File: src/rtl/controller_pkg.sv
// controller_pkg: shared definitions for the serial game-controller poller.
//   - FSM state encodings and the state enum built from them
//   - Button bit positions inside a stored pad byte (pressed = 1)
//   - Number of divider ticks the pad latch is held high
package controller_pkg;

    localparam logic [2:0] ST_IDLE_ENC     = 3'd0;
    localparam logic [2:0] ST_LATCH_ENC    = 3'd1;
    localparam logic [2:0] ST_CLK_LOW_ENC  = 3'd2;
    localparam logic [2:0] ST_CLK_HIGH_ENC = 3'd3;
    localparam logic [2:0] ST_COMMIT_ENC   = 3'd4;

    typedef enum logic [2:0] {
        ST_IDLE     = ST_IDLE_ENC,
        ST_LATCH    = ST_LATCH_ENC,
        ST_CLK_LOW  = ST_CLK_LOW_ENC,
        ST_CLK_HIGH = ST_CLK_HIGH_ENC,
        ST_COMMIT   = ST_COMMIT_ENC
    } state_t;

    // Serial order of an NES pad: first bit shifted out lands in bit 0.
    typedef enum int unsigned {
        BTN_A      = 0,
        BTN_B      = 1,
        BTN_SELECT = 2,
        BTN_START  = 3,
        BTN_UP     = 4,
        BTN_DOWN   = 5,
        BTN_LEFT   = 6,
        BTN_RIGHT  = 7
    } btn_e;

    localparam int unsigned LATCH_TICKS = 2;

endpackage

File: src/rtl/controller_poller_if.sv
// controller_poller_if: CPU-side bus of the controller poller.
//   cpu_address[1:0]  low CPU address bits (bit0 selects pad, bit1 selects edge mask when enabled)
//   SELECT_controller decoded controller address region
//   write_enable      CPU write strobe, active-high
//   data_out[7:0]     read data toward the CPU bus
//   data_oe           data_out valid / tri-state enable
interface controller_poller_if;

    logic [1:0] cpu_address;
    logic       SELECT_controller;
    logic       write_enable;
    logic [7:0] data_out;
    logic       data_oe;

    modport master (
        output cpu_address,
        output SELECT_controller,
        output write_enable,
        input  data_out,
        input  data_oe
    );

    modport slave (
        input  cpu_address,
        input  SELECT_controller,
        input  write_enable,
        output data_out,
        output data_oe
    );

endinterface

File: src/rtl/controller_tick_gen_m.sv
// controller_tick_gen_m: free-running 0..CLK_DIV-1 divider for the pad timing.
//   clk    system clock
//   rst    synchronous active-high reset (count = 0)
//   en     count while asserted (poll in progress)
//   clr    restart the count at 0 (poll accepted); wins over en
//   tick_c combinational, high on the last count of each period while en
module controller_tick_gen_m #(
    parameter int unsigned CLK_DIV = 64
) (
    input  logic clk,
    input  logic rst,
    input  logic en,
    input  logic clr,
    output logic tick_c
);

    localparam int unsigned CW = (CLK_DIV > 1) ? $clog2(CLK_DIV) : 1;

    logic [CW-1:0] count;

    // Divider counter; wraps back to 0 after the tick.
    always_ff @(posedge clk) begin
        if (rst || clr) begin
            count <= '0;
        end else if (en) begin
            if (count == CW'(CLK_DIV - 1)) begin
                count <= '0;
            end else begin
                count <= count + CW'(1);
            end
        end
    end

    assign tick_c = en & (count == CW'(CLK_DIV - 1));

endmodule

File: src/rtl/controller_poller.sv
// controller_poller: polls two NES-style shift-register pads and serves a
// tear-free snapshot of their buttons to the CPU.
//   clk_12_5875        system clock
//   rst                synchronous active-high reset
//   start_poll         one-cycle poll request (ignored while busy)
//   cpu                CPU bus (controller_poller_if.slave); read path is combinational
//   ctrl_latch         pad latch, active-high
//   ctrl_clk           pad shift clock
//   ctrl_data1/2       pad serial data, active-low
//   busy               poll in progress
// Optional build macro CONTROLLER_POLLER_EDGE_EN: keeps the previous snapshot per
// pad and exposes holding & ~prev (newly pressed) at cpu_address[1]=1.
module controller_poller
    import controller_pkg::*;
#(
    parameter int unsigned CLK_DIV     = 64,
    parameter int unsigned NUM_BUTTONS = 8
) (
    input  logic                 clk_12_5875,
    input  logic                 rst,
    input  logic                 start_poll,
    controller_poller_if.slave   cpu,
    output logic                 ctrl_latch,
    output logic                 ctrl_clk,
    input  logic                 ctrl_data1,
    input  logic                 ctrl_data2,
    output logic                 busy
);

    localparam int unsigned IW  = (NUM_BUTTONS > 1) ? $clog2(NUM_BUTTONS) : 1;
    localparam int unsigned LCW = (LATCH_TICKS > 1) ? $clog2(LATCH_TICKS) : 1;

    state_t                 state, state_next;
    logic [LCW-1:0]         latch_cnt, latch_cnt_next;
    logic [IW-1:0]          idx, idx_next;
    logic                   accept_c, sample_c, commit_c, tick_c;

    logic [NUM_BUTTONS-1:0] shift1, shift2;
    logic [NUM_BUTTONS-1:0] hold1, hold2;
    logic [NUM_BUTTONS-1:0] word_c;

    controller_tick_gen_m #(
        .CLK_DIV (CLK_DIV)
    ) u_tick (
        .clk    (clk_12_5875),
        .rst    (rst),
        .en     (state != ST_IDLE),
        .clr    (accept_c),
        .tick_c (tick_c)
    );

    // State register; pad and busy outputs are registered from the next state.
    always_ff @(posedge clk_12_5875) begin
        if (rst) begin
            state      <= ST_IDLE;
            latch_cnt  <= '0;
            idx        <= '0;
            ctrl_latch <= 1'b0;
            ctrl_clk   <= 1'b0;
            busy       <= 1'b0;
        end else begin
            state      <= state_next;
            latch_cnt  <= latch_cnt_next;
            idx        <= idx_next;
            ctrl_latch <= (state_next == ST_LATCH);
            ctrl_clk   <= (state_next == ST_CLK_HIGH);
            busy       <= (state_next != ST_IDLE);
        end
    end

    // Next-state logic; every phase advances only on a divider tick except COMMIT.
    always_comb begin
        state_next     = state;
        latch_cnt_next = latch_cnt;
        idx_next       = idx;
        accept_c       = 1'b0;
        sample_c       = 1'b0;
        commit_c       = 1'b0;
        case (state)
            ST_IDLE: begin
                if (start_poll) begin
                    accept_c       = 1'b1;
                    latch_cnt_next = '0;
                    state_next     = ST_LATCH;
                end
            end
            ST_LATCH: begin
                if (tick_c) begin
                    if (latch_cnt == LCW'(LATCH_TICKS - 1)) begin
                        idx_next   = '0;
                        state_next = ST_CLK_LOW;
                    end else begin
                        latch_cnt_next = latch_cnt + LCW'(1);
                    end
                end
            end
            ST_CLK_LOW: begin
                if (tick_c) begin
                    sample_c = 1'b1;
                    if (idx == IW'(NUM_BUTTONS - 1)) begin
                        state_next = ST_COMMIT;
                    end else begin
                        state_next = ST_CLK_HIGH;
                    end
                end
            end
            ST_CLK_HIGH: begin
                if (tick_c) begin
                    idx_next   = idx + IW'(1);
                    state_next = ST_CLK_LOW;
                end
            end
            ST_COMMIT: begin
                commit_c   = 1'b1;
                state_next = ST_IDLE;
            end
            default: begin
                state_next = ST_IDLE;
            end
        endcase
    end

`ifdef CONTROLLER_POLLER_EDGE_EN
    logic [NUM_BUTTONS-1:0] prev1, prev2;
`endif

    // Shift capture at the end of each low phase, snapshot copy at COMMIT.
    always_ff @(posedge clk_12_5875) begin
        if (rst) begin
            shift1 <= '0;
            shift2 <= '0;
            hold1  <= '0;
            hold2  <= '0;
`ifdef CONTROLLER_POLLER_EDGE_EN
            prev1  <= '0;
            prev2  <= '0;
`endif
        end else begin
            if (sample_c) begin
                shift1[idx] <= ~ctrl_data1;
                shift2[idx] <= ~ctrl_data2;
            end
            if (commit_c) begin
                hold1 <= shift1;
                hold2 <= shift2;
`ifdef CONTROLLER_POLLER_EDGE_EN
                prev1 <= hold1;
                prev2 <= hold2;
`endif
            end
        end
    end

    // CPU read mux; holding registers only change at COMMIT, so reads never tear.
    always_comb begin
        word_c = cpu.cpu_address[0] ? hold2 : hold1;
`ifdef CONTROLLER_POLLER_EDGE_EN
        if (cpu.cpu_address[1]) begin
            word_c = cpu.cpu_address[0] ? (hold2 & ~prev2) : (hold1 & ~prev1);
        end
`endif
    end

`ifndef CONTROLLER_POLLER_EDGE_EN
    // Address bit 1 is don't-care here: addresses 2/3 alias 0/1.
    logic unused_addr1;
    assign unused_addr1 = cpu.cpu_address[1];
`endif

    assign cpu.data_oe  = cpu.SELECT_controller & ~cpu.write_enable;
    assign cpu.data_out = cpu.data_oe ? 8'(word_c) : 8'h00;

endmodule
File: src/flat_wrapper.sv
// flat-port wrapper written by rule: the top's interface ports become plain ports
module controller_poller_flat import controller_pkg::*;
#(
    parameter int unsigned CLK_DIV     = 64,
    parameter int unsigned NUM_BUTTONS = 8
)
  (clk_12_5875, rst, start_poll, ctrl_latch, ctrl_clk, ctrl_data1, ctrl_data2, busy, cpu_cpu_address, cpu_SELECT_controller, cpu_write_enable, cpu_data_out, cpu_data_oe);
  controller_poller_if cpu_i ();
  input  logic clk_12_5875;
  input  logic rst;
  input  logic start_poll;
  output logic ctrl_latch;
  output logic ctrl_clk;
  input  logic ctrl_data1;
  input  logic ctrl_data2;
  output logic busy;
  input wire logic [$bits(cpu_i.cpu_address)-1:0] cpu_cpu_address;
  input wire logic [$bits(cpu_i.SELECT_controller)-1:0] cpu_SELECT_controller;
  input wire logic [$bits(cpu_i.write_enable)-1:0] cpu_write_enable;
  output wire logic [$bits(cpu_i.data_out)-1:0] cpu_data_out;
  output wire logic [$bits(cpu_i.data_oe)-1:0] cpu_data_oe;
  assign cpu_i.cpu_address = cpu_cpu_address;
  assign cpu_i.SELECT_controller = cpu_SELECT_controller;
  assign cpu_i.write_enable = cpu_write_enable;
  assign cpu_data_out = cpu_i.data_out;
  assign cpu_data_oe = cpu_i.data_oe;
  controller_poller #(.CLK_DIV(CLK_DIV), .NUM_BUTTONS(NUM_BUTTONS)) u_core (.clk_12_5875(clk_12_5875), .rst(rst), .start_poll(start_poll), .cpu(cpu_i), .ctrl_latch(ctrl_latch), .ctrl_clk(ctrl_clk), .ctrl_data1(ctrl_data1), .ctrl_data2(ctrl_data2), .busy(busy));
endmodule
File: config.mk
export PLATFORM = sky130hd
export DESIGN_NAME = controller_poller_flat
export DESIGN_NICKNAME = d
export VERILOG_FILES = /design/src/rtl/controller_pkg.sv /design/src/rtl/controller_poller_if.sv /design/src/rtl/controller_tick_gen_m.sv /design/src/rtl/controller_poller.sv /design/src/flat_wrapper.sv
export SDC_FILE = /design/constraint.sdc
export NUM_CORES = 1
export LEC_CHECK = 0
export BUFFER_PORTS_ARGS = -buffer_cell sky130_fd_sc_hd__clkbuf_2
export CAP_MARGIN = 20
export CORE_ASPECT_RATIO = 1.4
export CORE_UTILIZATION = 62
export CTS_CLUSTER_DIAMETER = 60
export DETAILED_ROUTE_END_ITERATION = 7
export GPL_ROUTABILITY_DRIVEN = 0
export GPL_TIMING_DRIVEN = 0
export PLACE_DENSITY = 0.89
export SLEW_MARGIN = 20
export SYNTH_ARGS = -nofsm -noshare
export SYNTH_HDL_FRONTEND = slang
export SYNTH_HIERARCHICAL = 1
export SYNTH_SLANG_ARGS = --single-unit
File: constraint.sdc
create_clock -name clk_12_5875 -period 3.7 [get_ports clk_12_5875]
set_input_delay 0.555 -clock clk_12_5875 [delete_from_list [all_inputs] [get_ports clk_12_5875]]
set_output_delay 0.555 -clock clk_12_5875 [all_outputs]
set_load 0.05 [all_outputs]
==> results of run 1 <==
cells in the final DEF, fill, tap and decap left out, drive strengths merged, types with 2 or more instances in the layout:
cell type	netlist	routed
a211oi	10	10
nand2b	2	2
nor2	19	19
a31oi	16	16
nor3	2	2
nor2b	5	5
nor3b	3	3
a21oi	21	21
a311oi	6	6
nand2	37	37
o211ai	2	2
o21ai	6	6
mux2i	9	9
inv	4	4
nand4	6	6
or3	3	3
clkbuf	12	34
and3	4	4
xor2	2	2
buf	9	9
ha	3	3
a41o	2	2
dfxtp	48	48
state kept, by name (all words and copies together) (netlist names), 3 cells and up:
signal,cells
u_core/idx,3
u_core/state,3
u_core/u_tick/count,6
u_core/hold1,8
u_core/shift1,8
u_core/shift2,8
u_core/hold2,8
path summary, 6_finish.rpt:
kind	start	end
max reg2reg	u_core/state[2]	u_core/shift1[0]
min	u_core/hold2[6]	u_core/hold2[6]
min reg2reg	u_core/hold2[6]	u_core/hold2[6]
max	u_core/state[2]	u_core/shift1[0]
area by class of cell:
cell class | count | area (sq um) | area share
Multi-Input combinational cell | 169 | 1040 | 0.446
Sequential cell | 48 | 961 | 0.413
Buffer | 21 | 92.6 | 0.0398
Clock buffer | 6 | 82.6 | 0.0355
Timing Repair Buffer | 16 | 80.1 | 0.0344
Tap cell | 39 | 48.8 | 0.0210
Inverter | 4 | 15.0 | 0.00646
Clock inverter | 1 | 8.76 | 0.00377
worst register-to-register path, cell delays in order, from the launching register on:
cell      delay (ns)
dfxtp_1         0.39
clkbuf_1        0.36
or3_1           0.33
nand2_1         0.08
nor2_1          0.45
and4bb_1        0.35
buf_4           0.19
a31oi_1         0.11
a311oi_1        0.28
through the flow:
| step | hold slack (ns) | setup slack, ns | utilization |
|---|---|---|---|
| 2_1_floorplan | 0.431 | 1.44 | - |
| 3_3_place_gp | 0.440 | 1.16 | 0.702 |
| 3_5_place_dp | 0.443 | 1.09 | 0.702 |
| 4_1_cts | 0.459 | 1.10 | 0.731 |
| 5_1_grt | 0.478 | 0.831 | 0.731 |
| 6_report | 0.457 | 1.06 | 0.731 |
kinds of logic (layout without fill, tap and decap cells):
kind of cell,Yosys count,in the layout
mux,9,9
fa+ha+maj,3,3
flops,48,48
compound gates,68,68
buf+inv,25,48
simple gates,86,86
xor+xnor,3,3
synth_stat cells, drive strengths merged (4+ instances only):
cell	instances	share of area
nand2	37	0.066
nor2	19	0.034
nand4	6	0.021
nor2b	5	0.015
a31oi	16	0.048
and3	4	0.012
dfxtp	48	0.46
a311oi	6	0.025
inv	4	0.0071
o21ai	6	0.014
a21oi	21	0.050
a211oi	10	0.040
mux2i	9	0.043
clkbuf	12	0.022
buf	9	0.022
power by group through the flow:
stage	Combinational, mW	Sequential (mW)	Clock [mW]
2_1_floorplan	0.0290	0.539	0
3_3_place_gp	0.0458	0.534	0
3_5_place_dp	0.0469	0.534	0
4_1_cts	0.0470	0.522	0.319
5_1_grt	0.0510	0.522	0.341
6_report	0.0467	0.522	0.310
per-layer routing:
layer	wire (um)	up-vias
li1	-	916
met1	1790	845
met2	2280	49
met3	152	4
met4	19	0
met5	0	-
==> results.md, run 1 <==
* Fmax at between 300 and 400 MHz
* Initial antenna violation count at 0
* FF-to-FF setup slack at between 1 and 1.5 ns
* Initial DRC Count at between 70 and 80
* Layout cell share with drive strength beyond 1 at 0.132
* Mapped Area at between 2000 and 2500 sq um
* Die area at 3640 sq um
* Design Area, Final at 2330 sq um
* Met1 Usage GRT at 0.281
* Post-synth ARST share at 0
* # rows at 24
* Synth Area per Inst at roughly 8.7 sq um
* Combinational share of power at 0.053
* Initial core utilization at 0.662
* Setup TNS at 0 ns
* Via/cell ratio at between 5 and 6
* H-tree levels at 2
* Leak at roughly 0.87 nW
* Total CTS buffers at 5
* Crit. path cell count at 8
* Multiplexer share of the synthesized area at 0.0428
* Setup CP Type: register to register
* Global-route wire length before repair at 7330 um
* Tmin final at 2.64 ns
* Worst slew margin at 0.629
* Overall power at ~0.9 mW
* Largest net degree at the start of global routing at 15
* Clock Tree Buf Depth at 2
* Vias in the first global route at approximately 1700
* Register bit total from synthesis at 48
* Clk pwr share at 0.353
* Compound-gate portion of the synthesized area at 0.213
* Crit path cell chain: clkbuf_1, or3_1, nand2_1, nor2_1, and4bb_1, buf_4, a31oi_1, a311oi_1
* Crit end category: register
* Setup-failing EPs final at 0
* CP arrival at ~2.8 ns
* Status: finished, final reports clean
* Overall Global Routing Usage at 0.263
* DR vias at ~1800
* # fillers at 270
* Min-Delay Path Class: register to register
* # DRC at 0
* CP max FO at 10
* Clock Latency Late Sink at 0.30 ns
* Ant diodes at 0
* Switching share of power at 0.223
* GR Layer Usage met3 at 0.0602
* Main combinational cell family by area after synthesis: compound AO/OA/AOI/OAI gates
* Area post-placement at 2230 sq um
* Fin. Hold Viols at 0
* Cell depth of the worst flop-to-flop path at 8
* Initial DRT Pass Iterations at 4
* P_sw at about 0.20 mW
* Post-detailed-route count of antenna-violating nets at 0
* P&R area growth vs syn at 10.5%
* Int Pwr at ~0.7 mW
* Max_cap viols at 0
* CTS hold repair buffers at 0
* Final net count at 277
* Max stage delay on crit path at between 0.4 and 0.5 ns
* Number of setup buffers added after CTS at 0
* Die Ht at ~71 um
* Synth Area in Adders at 0.0178
* Clock Skew at 0.00792 ns
* Fin crit share at 0.713
* Seq/Total Area, Yosys at 0.456
* CP Launch Type: register
* Placed insts at between 200 and 300
* Synth Warn # at 6
* Wire length per cell at 14.0 um
* GRT overflow at 0
* PD cells at 378 nW/um^2
* Non-Filler Instances at just over 300
* Post-synth EDFFs at 0
* Worst vdd ir at approximately 0.3 mV
* Worst Max-Slew Pin Slew at 0.554 ns
* GRT Max-Usage Layer: met2
* Clock Sinks at 48
* Core area at approximately 3200 sq um
* Syn Nets at ~250
* IO buf count at 16
* Post-synthesis xor/xnor area fraction at 0.0125
* Unrepaired setup endpoints after global routing: false
* Clock transition at path regs at 0.08 ns
* Final WL at roughly 4200 um
* Met2 Use GR at 0.487
* Synth unique cells at 42
* Synth Flop Type: dfxtp_1
* CTS root buf: clkbuf_8
* Dpl hpwl at 3070 um
* Hold Crit Depth at 2
* Post-Synthesis Cells at about 240
* Delay-heaviest family, CP: simple AND/OR/NAND/NOR gates
* Slowest library cell on the worst path: nor2_1
* CTS tree: built
* Worst endpoint required time at around 3.9 ns
* Bufs and invs on worst path at 2
* Die width at 51.3 um
* Top Ports at 21
* Seq pwr share at 0.594
* Slew Viols, Final at 0
* CTS resizes at 0
* Post-synthesis simple-gate area fraction at 0.207
(Power assumes the default switching activity.)
==> inputs of run 2 (changes only) <==
--- a/config.mk
+++ b/config.mk
@@ -8,12 +8,12 @@
 export BUFFER_PORTS_ARGS = -buffer_cell sky130_fd_sc_hd__clkbuf_2
 export CAP_MARGIN = 20
 export CORE_ASPECT_RATIO = 1.4
-export CORE_UTILIZATION = 62
+export CORE_UTILIZATION = 57
 export CTS_CLUSTER_DIAMETER = 60
 export DETAILED_ROUTE_END_ITERATION = 7
 export GPL_ROUTABILITY_DRIVEN = 0
 export GPL_TIMING_DRIVEN = 0
-export PLACE_DENSITY = 0.89
+export PLACE_DENSITY = 0.83
 export SLEW_MARGIN = 20
 export SYNTH_ARGS = -nofsm -noshare
 export SYNTH_HDL_FRONTEND = slang
==> constraint.sdc (replaced) <==
create_clock -name clk_12_5875 -period 2.7 [get_ports clk_12_5875]
set_input_delay 0.405 -clock clk_12_5875 [delete_from_list [all_inputs] [get_ports clk_12_5875]]
set_output_delay 0.405 -clock clk_12_5875 [all_outputs]
set_load 0.05 [all_outputs]
==> results.md, run 2 (synthesized netlist as in run 1, its figures left out) <==
* CTS root buf: clkbuf_8
* Commonest non-fill, non-tap cell in the layout: dfxtp_1
* Post-detailed-route count of antenna-violating nets at 0 (unchanged)
* Initial core utilization at 0.612 (-0.0496)
* Die Ht at 73.9 um (+4.2%)
* Layout cell share with drive strength beyond 1 at 0.139 (+0.00702)
* Overall power at 1.28 mW (+46%)
* Clock Sinks at 48 (unchanged)
* Ant diodes at 0 (unchanged)
* Slew Viols, Final at 0 (unchanged)
* Die width at 53.4 um (+4.1%)
* Largest net degree at the start of global routing at 15 (unchanged)
* # fillers at 299 (+11%)
* P&R area growth vs syn at 11.5%
* Clock Tree Buf Depth at 2 (unchanged)
* CP arrival at 2.60 ns (-0.24 ns)
* Area of the multi-input gates at 1040 sq um (+0.24%)
* Setup CP Type: register to register
* H-tree levels at 2 (unchanged)
* Worst Max-Slew Pin Slew at 0.539 ns (-0.0152 ns)
* GRT overflow at 0 (unchanged)
* DR vias at 1780 (-1.9%)
* Fmax at 419 MHz (+11%)
* IO buf count at 16 (unchanged)
* Fin crit share at 0.884 (+0.171)
* Leak at 0.881 nW (+1.3%)
* Fin. Hold Viols at 0 (unchanged)
* Worst endpoint required time at 2.91 ns (-0.99 ns)
* Crit end category: register
* Initial DRC Count at 38 (-46%)
* Global-route wire length before repair at 7110 um (-3.1%)
* Total CTS buffers at 5 (unchanged)
* Setup TNS at 0 ns (unchanged)
* CTS tree: built
* Top Ports at 21 (unchanged)
* PD cells at 547 nW/um^2 (+45%)
* Final WL at 4170 um (-1.7%)
* Initial DRT Pass Iterations at 4 (unchanged)
* Most frequent cells in the layout: dfxtp_1, nand2_1, a21oi_1
* Unrepaired setup endpoints after global routing: false
* Wire length per cell at 13.6 um (-2.4%)
* Setup-failing EPs final at 0 (unchanged)
* Worst slew margin at 0.641 (+0.0115)
* CP Launch Type: register
* Core area at 3440 sq um (+8.1%)
* Vias in the first global route at 1639 (-4.4%)
* Die area at 3940 sq um (+8.5%)
* Min-Delay Path Class: primary input to register
* Overall Global Routing Usage at 0.243 (-0.0197)
* Clock Skew at 0.00560 ns (-0.00232 ns)
* CP max FO at 10 (unchanged)
* Clock Latency Late Sink at 0.30 ns (about the same)
* # rows at 25 (+4.2%)
* Via/cell ratio at 5.82 (-2.5%)
* Status: finished, final reports clean
* Worst vdd ir at 0.628 mV (+110%)
* Clock transition at path regs at 0.09 ns (about the same)
* Initial antenna violation count at 0 (unchanged)
* Dpl hpwl at 3130 um (+1.8%)
* FF+latch area at 961 sq um (unchanged)
* Tmin final at 2.39 ns (-0.251 ns)
* Final net count at 277 (unchanged)
* # DRC at 0 (unchanged)
* Max_cap viols at 0 (unchanged)
run 2: changes by cell type in the layout (fill, tap and decap cells not counted), sizes merged:
cell and change:
bufinv +1
run 2: area by class of cell:
| cell class | instances | area share |
|---|---|---|
| multi-input cells | 169 | 0.443 |
| flip-flops and latches | 48 | 0.409 |
| plain buffers | 21 | 0.0400 |
| repair buffers | 16 | 0.0341 |
| clock buffers | 6 | 0.0309 |
| well taps | 40 | 0.0213 |
| clock inverters | 2 | 0.0149 |
| inverters | 4 | 0.00640 |
run 2: power breakdown:
| group | switching, mW | internal [mW] |
|---|---|---|
| logic | 0.0444 | 0.0191 |
| registers | 0.00293 | 0.712 |
| clock network | 0.230 | 0.275 |
| total | 0.278 | 1.01 |
run 2: metrics by stage:
step | hold slack, ns | instance area, sq um | std cells | util | worst slack [ns]
5_1_grt | 0.357 | 2350 | 306 | 0.682 | 0.140
6_report | 0.336 | 2350 | 306 | 0.682 | 0.313
3_3_place_gp | 0.442 | 2240 | 298 | 0.650 | 0.157
4_1_cts | 0.332 | 2340 | 306 | 0.681 | 0.0870
3_5_place_dp | 0.449 | 2240 | 298 | 0.650 | 0.124
2_1_floorplan | 0.431 | 2110 | 242 | - | 0.556
run 2: worst max-delay path: stages, from the launching register on:
cell and delay [ns]:
dfxtp_1 0.45, buf_2 0.25, or3_1 0.29, nand2_1 0.10
nor2_2 0.34, and4bb_1 0.31, buf_4 0.19, a31oi_1 0.10
a311oi_1 0.27
run 2: worst paths after layout:
| check | cells past startpoint | end | slack (ns) | start |
|---|---|---|---|---|
| worst min-delay path | 2 | u_core/busy | 0.34 | start_poll |
| worst min register to register | 2 | u_core/hold2[0] | 0.46 | u_core/hold2[0] |
| worst max register to register | 8 | u_core/shift1[0] | 0.31 | u_core/state[1] |
| worst max-delay path | 8 | u_core/shift1[0] | 0.31 | u_core/state[1] |
run 2: repair_timing:
item                       in CTS  in global routing
setup endpoints to repair       0                 16
buffers inserted                0                  0
resized for setup               0                  3
hold buffers                    0                  0
run 2: layer usage:
| layer | global-route usage | part of all wire | vias up |
|---|---|---|---|
| met5 | 0 | 0 | - |
| met4 | 0.111 | 0.023 | 0 |
| met3 | 0.0373 | 0.030 | 9 |
| met2 | 0.442 | 0.53 | 35 |
| met1 | 0.267 | 0.42 | 820 |
| li1 | - | - | 916 |
==> inputs of run 3 (changes only) <==
--- a/config.mk
+++ b/config.mk
@@ -17,5 +17,4 @@
 export SLEW_MARGIN = 20
 export SYNTH_ARGS = -nofsm -noshare
 export SYNTH_HDL_FRONTEND = slang
-export SYNTH_HIERARCHICAL = 1
 export SYNTH_SLANG_ARGS = --single-unit
==> results.md, run 3 <==
* Fmax at 508 MHz (+21%)
* Max stage delay on crit path at 0.69 ns (+0.24 ns)
* Initial DRT Pass Iterations at 4 (unchanged)
* Min-Delay Path Class: primary input to register
* FF+latch area at 961 sq um (unchanged)
* Overall Global Routing Usage at 0.239 (-0.00395)
* Final WL at 3990 um (-4.2%)
* Most area-consuming cells after synthesis: dfxtp_1, mux2i_1, nor2_1, nand2_1, a21oi_1
* Global-route wire length before repair at 6710 um (-5.6%)
* Most numerous cell in the Yosys netlist: dfxtp_1
* DR vias at 1687 (-5.2%)
* Worst slew margin at 0.542 (-0.0989)
* Final Worst Setup Slack at 0.730 ns (+0.417 ns)
* Pre-CTS WS at 0.752 ns (+0.628 ns)
* Worst Max-Slew Pin Slew at 0.681 ns (+0.142 ns)
* Post-Synthesis Cells at 245 (+1.2%)
* Synth unique cells at 41 (-2.4%)
* Critical hold path startpoint: ctrl_data2
* Hold Crit Depth at 2 (unchanged)
* Fin. Hold Viols at 0 (unchanged)
* Reg-to-reg endpoint: u_core.shift1[6]
* Most frequent cells in the layout: dfxtp_1, nor2_1, nand2_1
* H-tree levels at 2 (unchanged)
* P&R area growth vs syn at 11.7%
* Clock Latency Late Sink at 0.30 ns (about the same)
* Top Ports at 21 (unchanged)
* Layout cell share with drive strength beyond 1 at 0.122 (-0.0169)
* Setup CP Type: register to register
* Commonest non-fill, non-tap cell in the layout: dfxtp_1
* Register bit total from synthesis at 48 (unchanged)
* IO buf count at 17 (+1)
* Ant diodes at 0 (unchanged)
* Tmin final at 1.97 ns (-0.417 ns)
* Via/cell ratio at 5.44 (-6.4%)
* Bufs and invs on worst path at 0 (-2)
* FF-to-FF setup slack at 0.73 ns (+0.42 ns)
* Clock Tree Buf Depth at 2 (unchanged)
* # DRC at 0 (unchanged)
* CP arrival at 2.19 ns (-0.41 ns)
* Clock transition at path regs at 0.09 ns (about the same)
* Setup-failing EPs final at 0 (unchanged)
* Commonest cells post-synth: dfxtp_1, nor2_1, nand2_1
* CTS tree: built
* Slew Viols, Final at 0 (unchanged)
* Post-synth EDFFs at 0 (unchanged)
* Die Ht at 73.4 um (-0.75%)
* Combinational share of power at 0.060 (+0.011)
* Syn Nets at 257 (+1.2%)
* Post-detailed-route count of antenna-violating nets at 0 (unchanged)
* Int Pwr at 1.01 mW (+0.71%)
* Worst Hold End: u_core.shift2[7]
* Area of the multi-input gates at 1020 sq um (-1.7%)
* RR Startpoint: u_core.u_tick.count[0]
* PD cells at 561 nW/um^2 (+2.5%)
* Initial core utilization at 0.608 (-0.00393)
* Leak at 0.894 nW (+1.5%)
* Synth Area per Inst at 8.46 sq um (-2.8%)
* Area leader, netlist: dfxtp_1
* Total CTS buffers at 5 (unchanged)
* CTS root buf: clkbuf_8
* Vias in the first global route at 1579 (-3.7%)
* Crit end category: register
* Clock Sinks at 48 (unchanged)
* Core area at 3410 sq um (-0.91%)
* # rows at 25 (unchanged)
* Synth Warn # at 0 (-6)
* Initial DRC Count at 35 (-7.9%)
* Synth Flop Type: dfxtp_1
* Seq pwr share at 0.553 (-0.004)
* CP max FO at 10 (unchanged)
* CP Launch Type: register
* Post-synth ARST share at 0 (unchanged)
* Worst endpoint required time at 2.92 ns (about the same)
* Largest net degree at the start of global routing at 15 (unchanged)
* Fin crit share at 0.729 (-0.154)
* Switching share of power at 0.220 (+0.00347)
* CTS hold repair buffers at 0 (unchanged)
* Final net count at 281 (+1.4%)
* Worst vdd ir at 0.549 mV (-12%)
* Crit path cell chain: ha_1, nand4_2, nor4_1, nor2_1, a211oi_1
* CTS resizes at 0 (unchanged)
* Initial antenna violation count at 0 (unchanged)
* Mapped Area at 2070 sq um (-1.5%)
* Clk pwr share at 0.387 (-0.007)
* Clock Skew at 0.00652 ns (+0.000920 ns)
* Die width at 53.0 um (-0.75%)
* P_sw at 0.285 mW (+2.8%)
* Delay-heaviest family, CP: simple AND/OR/NAND/NOR gates
* Dpl hpwl at 3020 um (-3.4%)
* Status: finished, final reports clean
* Number of setup buffers added after CTS at 0 (unchanged)
* Top-area cell type share of the netlist area at 0.463 (+0.00716)
* Seq/Total Area, Yosys at 0.463 (+0.00716)
* Setup TNS at 0 ns (unchanged)
* # fillers at 296 (-1.0%)
* Wire length per cell at 12.9 um (-5.5%)
* Slowest library cell on the worst path: nor4_1
* GRT overflow at 0 (unchanged)
* Max_cap viols at 0 (unchanged)
* Cell depth of the worst flop-to-flop path at 5 (-3)
* Unrepaired setup endpoints after global routing: false
* Die area at 3890 sq um (-1.5%)
-- run 3: cell types whose count changed in the layout (fill, tap and decap cells not counted), moves of 3 or more --
cell | previous run | this run
nor2_1 | 18 | 38
a211oi_1 | 8 | 11
a311oi_1 | 6 | 1
mux2i_1 | 9 | 15
and3_1 | 4 | 1
nand3b_1 | 0 | 3
buf_1 | 3 | 0
a31oi_1 | 16 | 1
nand4_1 | 5 | 1
nor3_1 | 2 | 8
-- run 3: cell families after synthesis --
kind of cell,Yosys count,synth area share
buffers and inverters,22,0.0434
AOI/OAI and AO/OA,44,0.133
adders and majority gates,3,0.0181
and+or+nand+nor,110,0.257
DFF,48,0.463
muxes,15,0.0724
xor gates and xnor gates,3,0.0127
-- run 3: area by class of cell --
| cell class | instances | area share |
|---|---|---|
| Inverter | 6 | 0.00972 |
| Clock inverter | 2 | 0.0151 |
| Tap cell | 40 | 0.0216 |
| Buffer | 16 | 0.0292 |
| Clock buffer | 6 | 0.0313 |
| Timing Repair Buffer | 17 | 0.0367 |
| Multi-Input combinational cell | 175 | 0.441 |
| Sequential cell | 48 | 0.415 |
-- run 3: worst max path at each step --
stage,start,to,cells past startpoint
after floorplan,cpu_cpu_address[0],cpu_data_out[0],3
after global placement,u_core.u_tick.count[0],u_core.shift1[6],5
after detailed placement,u_core.u_tick.count[0],u_core.shift1[6],5
after CTS,u_core.u_tick.count[0],u_core.shift1[6],5
after global routing,u_core.u_tick.count[0],u_core.shift1[6],5
final,u_core.u_tick.count[0],u_core.shift1[6],5
-- run 3: metrics by stage --
stage                     power (mW)  hold WS [ns]  utilization  area [sq um]  cells
after CTS                       1.31         0.372        0.679          2320    310
after detailed placement       0.813         0.445        0.648          2210    302
final                           1.30         0.376        0.679          2320    310
after global routing            1.34         0.370        0.679          2320    310
after global placement         0.812         0.443        0.648          2210    302
after floorplan                0.792         0.432            -          2070    245
-- run 3: metal layers --
layer  share of wire  global-route usage
met2            0.53               0.456
met1            0.43               0.234
met4           0.020               0.114
met3           0.024              0.0497
met5               0                   0
-- run 3: power groups by stage --
stage          sequential (mW)  clock [mW]  combinational (mW)
2_1_floorplan            0.744           0              0.0481
3_3_place_gp             0.735           0              0.0776
3_5_place_dp             0.735           0              0.0780
4_1_cts                  0.718       0.516              0.0787
5_1_grt                  0.719       0.539              0.0862
6_report                 0.718       0.503              0.0777
